$ cat config.mk
export PLATFORM = sky130hd
export DESIGN_NAME = attack_phase_sequencer
export DESIGN_NICKNAME = d
export VERILOG_FILES = /design/src/rtl/attack_phase_sequencer.sv
export SDC_FILE = /design/constraint.sdc
export NUM_CORES = 1
export LEC_CHECK = 0
export BUFFER_PORTS_ARGS = -buffer_cell sky130_fd_sc_hd__buf_2
export CAP_MARGIN = 15
export CORE_ASPECT_RATIO = 0.9
export CORE_MARGIN = 2
export CORE_UTILIZATION = 45
export CTS_CLUSTER_SIZE = 24
export DETAILED_ROUTE_END_ITERATION = 8
export PLACE_DENSITY_LB_ADDON = 0.15
export SLEW_MARGIN = 20
export SYNTH_ARGS = -nofsm -noshare
export SYNTH_HDL_FRONTEND = slang
export SYNTH_SLANG_ARGS = --single-unit
export TNS_END_PERCENT = 30
$ cat constraint.sdc
create_clock -name clk -period 13.5 [get_ports clk]
set_input_delay 2.7 -clock clk [delete_from_list [all_inputs] [get_ports clk]]
set_output_delay 2.7 -clock clk [all_outputs]
set_load 0.02 [all_outputs]
$ cat src/rtl/attack_phase_sequencer.sv
// Per-slot attack phase generator feeding AttackTable; one slot processed per clkena beat.
// Slot identity is delayed to line up with the table's 2-beat data latency.
module attack_phase_sequencer #(
  parameter int unsigned NUM_SLOTS = 18,
  parameter int unsigned PHASE_W   = 22
) (
  input  logic               clk,
  input  logic               reset_n,
  input  logic               clkena,
  input  logic [4:0]         slot,
  input  logic               key,
  input  logic [3:0]         ar,
  input  logic [3:0]         rks,
  output logic [PHASE_W-1:0] addr,
  output logic [4:0]         addr_slot,
  output logic               addr_valid,
  output logic               attack_done,
  output logic [4:0]         data_slot,
  output logic               data_valid
);

  typedef enum logic [1:0] {
    ST_IDLE   = 2'd0,
    ST_ATTACK = 2'd1,
    ST_DONE   = 2'd2
  } stage_e;

  localparam logic [PHASE_W:0]   SUM_FULL   = {1'b0, {PHASE_W{1'b1}}};
  localparam logic [PHASE_W-1:0] PHASE_FULL = '1;

  logic [PHASE_W-1:0] phase_q [NUM_SLOTS];
  stage_e             stage_q [NUM_SLOTS];
  logic [NUM_SLOTS-1:0] prev_key_q;

  logic [PHASE_W-1:0] addr_q, addr_d;
  logic [4:0]         addr_slot_q;
  logic               addr_valid_q, addr_valid_d;
  logic               attack_done_q, attack_done_d;
  logic [4:0]         mid_slot_q, data_slot_q;
  logic               mid_valid_q, data_valid_q;

  logic               slot_ok;
  logic [4:0]         idx;
  logic [PHASE_W-1:0] cur_phase;
  stage_e             cur_stage;
  logic               cur_prev_key;
  logic               key_edge;
  logic [6:0]         rate_sum;
  logic [5:0]         rate;
  logic [PHASE_W-1:0] step;
  logic [PHASE_W:0]   sum;

  logic [PHASE_W-1:0] ph_d;
  stage_e             st_d;
  logic               done_d;

  // Out-of-range slots read entry 0 but never write, so their lookup is harmless.
  assign slot_ok      = ({27'd0, slot} < NUM_SLOTS);
  assign idx          = slot_ok ? slot : '0;
  assign cur_phase    = phase_q[idx];
  assign cur_stage    = stage_q[idx];
  assign cur_prev_key = prev_key_q[idx];
  assign key_edge     = key & ~cur_prev_key;

  assign rate_sum = {1'b0, ar, 2'b00} + {3'b000, rks};
  assign rate     = (rate_sum > 7'd63) ? 6'd63 : rate_sum[5:0];
  assign step     = (ar == 4'd0) ? '0 : (PHASE_W'({1'b1, rate[1:0]}) << rate[5:2]);
  assign sum      = {1'b0, cur_phase} + {1'b0, step};

  always_ff @(posedge clk or negedge reset_n) begin
    if (!reset_n) begin
      phase_q       <= '{default: '0};
      stage_q       <= '{default: ST_IDLE};
      prev_key_q    <= '0;
      addr_q        <= '0;
      addr_slot_q   <= '0;
      addr_valid_q  <= 1'b0;
      attack_done_q <= 1'b0;
      mid_slot_q    <= '0;
      mid_valid_q   <= 1'b0;
      data_slot_q   <= '0;
      data_valid_q  <= 1'b0;
    end else if (clkena) begin
      if (slot_ok) begin
        phase_q[idx]    <= ph_d;
        stage_q[idx]    <= st_d;
        prev_key_q[idx] <= key;
      end
      addr_q        <= addr_d;
      addr_slot_q   <= slot;
      addr_valid_q  <= addr_valid_d;
      attack_done_q <= attack_done_d;
      mid_slot_q    <= addr_slot_q;
      mid_valid_q   <= addr_valid_q;
      data_slot_q   <= mid_slot_q;
      data_valid_q  <= mid_valid_q;
    end
  end

  always_comb begin
    ph_d   = cur_phase;
    st_d   = cur_stage;
    done_d = 1'b0;
    if (key_edge && (ar != 4'd15)) begin
      ph_d = '0;
      st_d = ST_ATTACK;
    end else if (key_edge) begin
      ph_d   = PHASE_FULL;
      st_d   = ST_DONE;
      done_d = 1'b1;
    end else if (!key) begin
      st_d = ST_IDLE;
    end else if (cur_stage == ST_ATTACK) begin
      if (sum >= SUM_FULL) begin
        ph_d   = PHASE_FULL;
        st_d   = ST_DONE;
        done_d = 1'b1;
      end else begin
        ph_d = sum[PHASE_W-1:0];
      end
    end
  end

  always_comb begin
    addr_d        = '0;
    addr_valid_d  = 1'b0;
    attack_done_d = 1'b0;
    if (slot_ok) begin
      addr_d        = ph_d;
      addr_valid_d  = (st_d == ST_ATTACK) | done_d;
      attack_done_d = done_d;
    end
  end

  assign addr        = addr_q;
  assign addr_slot   = addr_slot_q;
  assign addr_valid  = addr_valid_q;
  assign attack_done = attack_done_q;
  assign data_slot   = data_slot_q;
  assign data_valid  = data_valid_q;

endmodule

==> results of run 1 <==
-- Yosys cell counts (all sizes together), types with 3 or more instances --
cell,count
o21a,8
dfrtp,491
a21boi,3
clkbuf,155
o21ai,464
mux2,121
nor4,5
nor3,27
nand3,27
or3,4
a32oi,7
a221oi,54
nand3b,4
nand2b,8
a41oi,3
nor2,82
buf,62
nand4,10
inv,40
and4,3
a21oi,119
a22oi,22
a211o,3
nand2,458
nor2b,7
ha,20
xor2,7
o211ai,15
or2,6
xnor2,8
o22ai,28
a222oi,21
a21o,10
mux2i,36
a211oi,6
o221ai,18
and2,4
a221o,20
and3,3
a31oi,15
-- worst max-delay path, stage by stage --
cell and delay [ns]:
buf_2 0.32, o21ai_2 0.72, and2_4 0.55, buf_4 0.67, a22oi_1 0.16, o21ai_0 0.13, nor2_1 0.05, a21oi_1 0.16
a21oi_1 0.13, a21oi_1 0.53, ha_1 0.38, nand4_1 0.19, nor2_1 0.19, nand3_1 0.12, a211oi_1 0.52, o2111ai_1 0.25
nor4_1 0.35, nand4_1 0.25, o21bai_4 0.76, o221ai_2 0.53, o21ai_0 0.32
-- metrics by stage --
step                      instances  hold WS (ns)  setup slack, ns
after floorplan                2435         0.443             5.49
after global placement         3003         0.456             3.45
after detailed placement       3003         0.464             3.41
after CTS                      3098         0.479             4.01
after global routing           3100         0.498             3.46
final                          3100         0.473             3.95
-- placed cells by master, fill, tap and decap left out, drive strengths merged, types with 6 or more instances in the layout --
master / Yosys / layout
a32oi: 7 / 7
o221ai: 18 / 18
nand2b: 8 / 8
clkbuf: 155 / 80
mux2: 121 / 121
a21o: 10 / 10
a221oi: 54 / 54
or2: 6 / 6
nand3: 27 / 27
a22oi: 22 / 22
ha: 20 / 20
nand2: 458 / 458
a31oi: 15 / 15
nor3: 27 / 27
mux2i: 36 / 36
xnor2: 8 / 8
xor2: 7 / 7
inv: 40 / 42
buf: 62 / 99
a21oi: 119 / 119
a221o: 20 / 20
a222oi: 21 / 21
a211oi: 6 / 6
nand4: 10 / 10
nor2b: 7 / 7
clkinv: 0 / 8
o22ai: 28 / 28
nor2: 82 / 82
dfrtp: 491 / 491
o211ai: 15 / 15
o21a: 8 / 8
o21ai: 464 / 464
-- cell families after synthesis --
logic type               count (synthesis)  share of synthesized area
multiplexers                           157                     0.0731
buffers and inverters                  257                     0.0458
AO/OA/AOI/OAI                          836                      0.225
XOR/XNOR                                15                    0.00557
adder cells (fa/ha/maj)                 22                     0.0123
flip-flops                             491                      0.521
AND/OR/NAND/NOR                        657                      0.117
-- layer usage --
metal | share of wire | wire length (um) | GRT usage | vias to the layer above
met3 | 0.062 | 4490 | 0.0393 | 123
met1 | 0.45 | 32500 | 0.380 | 9273
met4 | 0.031 | 2270 | 0.0901 | 0
met2 | 0.46 | 33000 | 0.415 | 628
met5 | 0 | 0 | 0 | -
li1 | - | - | - | 8614
-- report_power, final --
part | total [mW] | internal [mW] | leakage, nW | switching (mW)
clock | 1.46 | 0.863 | 0.854 | 0.598
sequential | 1.75 | 1.65 | 6.65 | 0.0940
combinational | 0.647 | 0.227 | 3.92 | 0.419
-- flip-flops by register name (all words and copies together), names as in the netlist --
name and count:
addr 22, mid_slot_q 5, attack_done 1, phase_q 396, stage_q 36, addr_valid 1, data_slot 5, data_valid 1
mid_valid_q 1, addr_slot 5, prev_key_q 18
-- final cells by class --
cell class              count  area [um2]
clock buffers              80        1550
clock inverters            15         185
fillers                  4703       25700
inverters                  40         150
multi-input cells        1687       10300
flip-flops and latches    491       12300
well taps                 688         861
repair buffers             99         684
-- worst min path at each step --
stage	endpoint	start	slack (ns)	cells after the start
detailed placement	phase_q[395]	phase_q[395]	0.46	2
finish	phase_q[63]	phase_q[63]	0.47	2
floorplan	phase_q[351]	phase_q[351]	0.44	2
global placement	phase_q[315]	phase_q[315]	0.46	2
global route	phase_q[36]	phase_q[36]	0.50	2
CTS	phase_q[304]	phase_q[304]	0.48	2
==> out/results.tsv, run 1 <==
stage	metric	value	unit
die	die_h	221	um
placed_design	dp_hpwl	43200	um
clock_network	cts_resized	0	
routing	wirelength	72200	um
setup_path	critical_path.startpoint	slot[2]	
power_and_ir_drop	power.density	148	nW/um2
routing	wire_per_inst	23.3	um
setup_path	critPathMaxFanout	54	
timing	max_freq	105	MHz
die	die-area	54300	um2
routing	first_iter_violations	1868	
clock_network	postCtsSetupRepairBufs	0	
clock_network	cts-root-buf	clkbuf_16	
power_and_ir_drop	power	3.85	mW
synthesis	synth_ff_type	dfrtp_1	
global_routing	grt_first_pass_wirelength	111000	um
setup_path	crit_required	14.01	ns
timing	slew_viol_final	0	
die	rows	79	
setup_path	path_class	input pin to register	
die	ioPinCount	52	
global_routing	grt_pass1_vias	18100	
synthesis	syn_nets	2474	
timing	skew	0.0179	ns
placed_design	gp_congestion	0.871	
status	status	finished clean	
min_path	hp-class	register to register	
clock_network	htree_levels	2	
die	initial_core_util	0.456	
synthesis	syn_area	23600	um2
synthesis	synth_edf_count	0	
setup_path	rrSetupSlack	7.52	ns
synthesis	yosysSeqAreaShare	0.521	
clock_network	cts_made_buffers	52	
cells_and_area	num_antenna_cells	0	
synthesis	yosysWarnings	0	
timing	setup_viol	0	
synthesis	yosysUniqueCellTypes	85	
power_and_ir_drop	leakage	11.4	nW
setup_path	reg2reg_depth	17	
setup_path	r2r-start	phase_q[44]	
timing	finalSetupTns	0	ns
global_routing	grt-ovfl-total	0	
synthesis	synth.area.top_cells	dfrtp_1 52%, nand2_1 7.3%, o21ai_0 6.4%	
global_routing	grt_max_degree	184	
placed_design	place_area	24200	um2
cells_and_area	syn_to_final_growth	10.4	%
cells_and_area	fin_area	26000	um2
timing	fin_crit	9.55	ns
timing	min_period_over_period	0.708	
setup_path	reg2reg_to	phase_q[249]	
synthesis	synth_top_area_frac	0.521	
flow_run	maxCapViolCount	0	
clock_network	path_clk_slew	0.06	ns
timing	rsz0062_at_grt	false	
cells_and_area	layout-drive-gt1-share	0.148	
clock_network	cts_tree	built	
synthesis	yosys.area.top_type	dfrtp_1	
routing	dr.pass1.iters	5	
routing	num_vias	18600	
global_routing	grt_antenna_before_repair	2	
timing	worst_pin_slew	0.995	ns
power_and_ir_drop	ir_worst_vdd	0.117	mV
timing	final_hold_viol_count	0	
cells_and_area	nNetsFinal	2410	
clock_network	hold_buffers	0	
setup_path	crit_path_end_kind	register	
die	design.core.area	51700	um2
routing	drc	0	
timing	slew_headroom	0.335	
clock_network	cts.sinks	491	
setup_path	crit_path_end	phase_q[249]	
synthesis	synth-seq-cells	491	
routing	avgViaCountPerCell	6.01	
placed_design	portBuffers	51	
synthesis	postSynthAreaPerCell	9.69	um2
die	die_x	245	um
global_routing	track_usage	0.266	
routing	ant_nets	0	
synthesis	syn_inst	2435	
cells_and_area	final_core_util	0.504	
setup_path	startpoint_type	input pin	
clock_network	clockBufferDepth	3	
clock_network	clock_latency	0.61	ns
setup_path	critPathArrivalTime	10.06	ns
synthesis	async_flop_share	1.00	
(Power assumes the default switching activity.)
==> run 2: changes to the inputs <==
==> constraint.sdc (replaced) <==
create_clock -name clk -period 8.8 [get_ports clk]
set_input_delay 1.76 -clock clk [delete_from_list [all_inputs] [get_ports clk]]
set_output_delay 1.76 -clock clk [all_outputs]
set_load 0.02 [all_outputs]
==> run 2 against run 1 <==
Net effect: sequential share of layout area down 0.66 points; non-clock buffer count rose by 31; clock power rose by 60%; hold slack about the same; combinational power grew 56%; sequential power is 53% higher; clock skew up 0.012 ns; critical path depth is the same; final area increased by 1.4%; largest cell class unchanged.
==> out/results.tsv, run 2 (synthesis results as in run 1) <==
stage	metric	value	unit	change
global_routing	grt-busiest-layer	met2		
timing	holdWs	0.472	ns	-0.000359 ns
timing	slew_viol_final	0		unchanged
cells_and_area	largest_reg_flops	396		unchanged
setup_path	crit_top_cell	a21oi_1		
cells_and_area	layout-drive-gt1-share	0.163		+0.0142
die	initial_core_util	0.456		unchanged
power_and_ir_drop	ir_worst_vdd	0.156	mV	+33%
setup_path	max_stage_delay	0.58	ns	-0.18 ns
setup_path	crit_slowest_cell	o21bai_4		
routing	num_vias	18800		+0.97%
clock_network	clockBufferDepth	3		unchanged
timing	min_period_over_period	0.862		
global_routing	grt-ovfl-total	0		unchanged
clock_network	cts_made_buffers	53		+1.9%
placed_design	place_ws	0.669	ns	-2.74 ns
clock_network	cts.sinks	491		unchanged
placed_design	place_area	24500	um2	+1.2%
timing	setup_viol	0		unchanged
cells_and_area	layout_common_cells	491 x dfrtp_1, 449 x nand2_1, 303 x o21ai_0		
timing	rsz0062_at_grt	false		
power_and_ir_drop	leakage	11.6	nW	+1.8%
clock_network	cts-root-buf	clkbuf_16		
setup_path	path_class	input pin to register		
cells_and_area	syn_to_final_growth	12.0	%	
global_routing	grt_max_degree	161		-13%
global_routing	grt_use_met2	0.433		+0.0175
clock_network	cts_resized	0		unchanged
clock_network	htree_levels	2		unchanged
die	die_h	221	um	unchanged
die	ioPinCount	52		unchanged
die	die_x	245	um	unchanged
status	status	finished clean		
routing	dr.pass1.iters	6		+1
setup_path	crit_required	9.30	ns	-4.71 ns
clock_network	cts_tree	built		
clock_network	path_clk_slew	0.06	ns	about the same
routing	wire_per_inst	23.6	um	+1.4%
die	die-area	54300	um2	unchanged
cells_and_area	final_core_util	0.511		+0.00719
timing	worst_pin_slew	1.03	ns	+0.0332 ns
setup_path	critPathMaxFanout	40		-26%
clock_network	clock_latency	0.62	ns	about the same
cells_and_area	fin_area	26400	um2	+1.4%
global_routing	grt_pass1_vias	18500		+2.5%
setup_path	path_delay_family	compound AO/OA/AOI/OAI gates		
placed_design	dp_hpwl	45200	um	+4.8%
routing	ant_nets	0		unchanged
routing	avgViaCountPerCell	6.00		-0.19%
routing	first_iter_violations	1699		-9.0%
global_routing	grt_use_met1	0.391		+0.0104
timing	slew_headroom	0.315		-0.0202
clock_network	hold_buffers	0		unchanged
global_routing	grtUsageMet3	0.0535		+0.0142
global_routing	track_usage	0.277		+0.0111
timing	fin_crit	7.59	ns	
global_routing	grt_antenna_before_repair	0		-2
flow_run	maxCapViolCount	0		unchanged
global_routing	grt_first_pass_wirelength	115000	um	+3.6%
setup_path	path_cells	buf_6 -> nor2b_1 -> and2_4 -> buf_4 -> a22oi_1 -> o21ai_0 -> nor2_1 -> a21oi_1 -> a21oi_1 -> a21oi_1 -> ha_1 -> o211ai_1 -> o211ai_1 -> a41oi_1 -> xor2_1 -> or4_1 -> nor4_1 -> nand4_1 -> o21bai_4 -> o221ai_2 -> o21ai_0		
setup_path	startpoint_type	input pin		
cells_and_area	stdcell_count	3136		+1.2%
die	design.core.area	51700	um2	unchanged
setup_path	critPathBufInv	2		unchanged
placed_design	place_inst	3035		+1.1%
power_and_ir_drop	power.density	228	nW/um2	+54%
cells_and_area	nFillCells	4721		+0.38%
placed_design	gp_congestion	0.973		+12%
power_and_ir_drop	power	6.03	mW	+56%
routing	drc	0		unchanged
cells_and_area	final_common_cell	dfrtp_1		
timing	max_freq	132	MHz	
timing	final_hold_viol_count	0		unchanged
cells_and_area	regMostFlops	phase_q		
min_path	hp-class	register to register		
timing	final.setup.worst_slack	1.21	ns	-2.73 ns
setup_path	crit_path_end_kind	register		
clock_network	postCtsSetupRepairBufs	0		unchanged
cells_and_area	nNetsFinal	2442		+1.3%
timing	skew	0.0300	ns	+0.0121 ns
placed_design	portBuffers	51		unchanged
die	rows	79		unchanged
routing	wirelength	74100	um	+2.6%
timing	finalSetupTns	0	ns	unchanged
setup_path	critPathArrivalTime	8.08	ns	-1.98 ns
[run 2: path summary, 6_finish.rpt]
check	start	to	slack, ns	cells after the start
max	slot[0]	phase_q[71]	1.21	21
min	phase_q[47]	phase_q[47]	0.47	2
max reg2reg	phase_q[308]	phase_q[71]	2.96	19
min reg2reg	phase_q[47]	phase_q[47]	0.47	2
max in group asynchronous	reset_n	phase_q[327]	5.92	2
min in group asynchronous	reset_n	phase_q[158]	1.22	1
[run 2: cell type report]
cell class | count | area, um2 | share of cell area
Tap cell | 688 | 861 | 0.0326
Sequential cell | 491 | 12300 | 0.465
Antenna cell | 1 | 2.50 | 0.0000947
Clock buffer | 79 | 1590 | 0.0600
Inverter | 40 | 150 | 0.00568
Timing Repair Buffer | 130 | 952 | 0.0360
Multi-Input combinational cell | 1687 | 10300 | 0.391
Clock inverter | 20 | 248 | 0.00938
[run 2: per-layer routing]
metal  up-vias  part of all wire
li1       8687                 -
met1      9359              0.45
met2       623              0.46
met3       149             0.064
met4         0             0.033
met5         -                 0
[run 2: tightest hold or removal path, stage by stage, from the launching register on]
cell,delay [ns]
dfrtp_1,0.34
nand2_1,0.04
o21ai_0,0.06
[run 2: power breakdown]
group          switching (mW)  internal, mW
Sequential              0.145          2.54
Combinational           0.648         0.364
Clock                   0.942          1.39
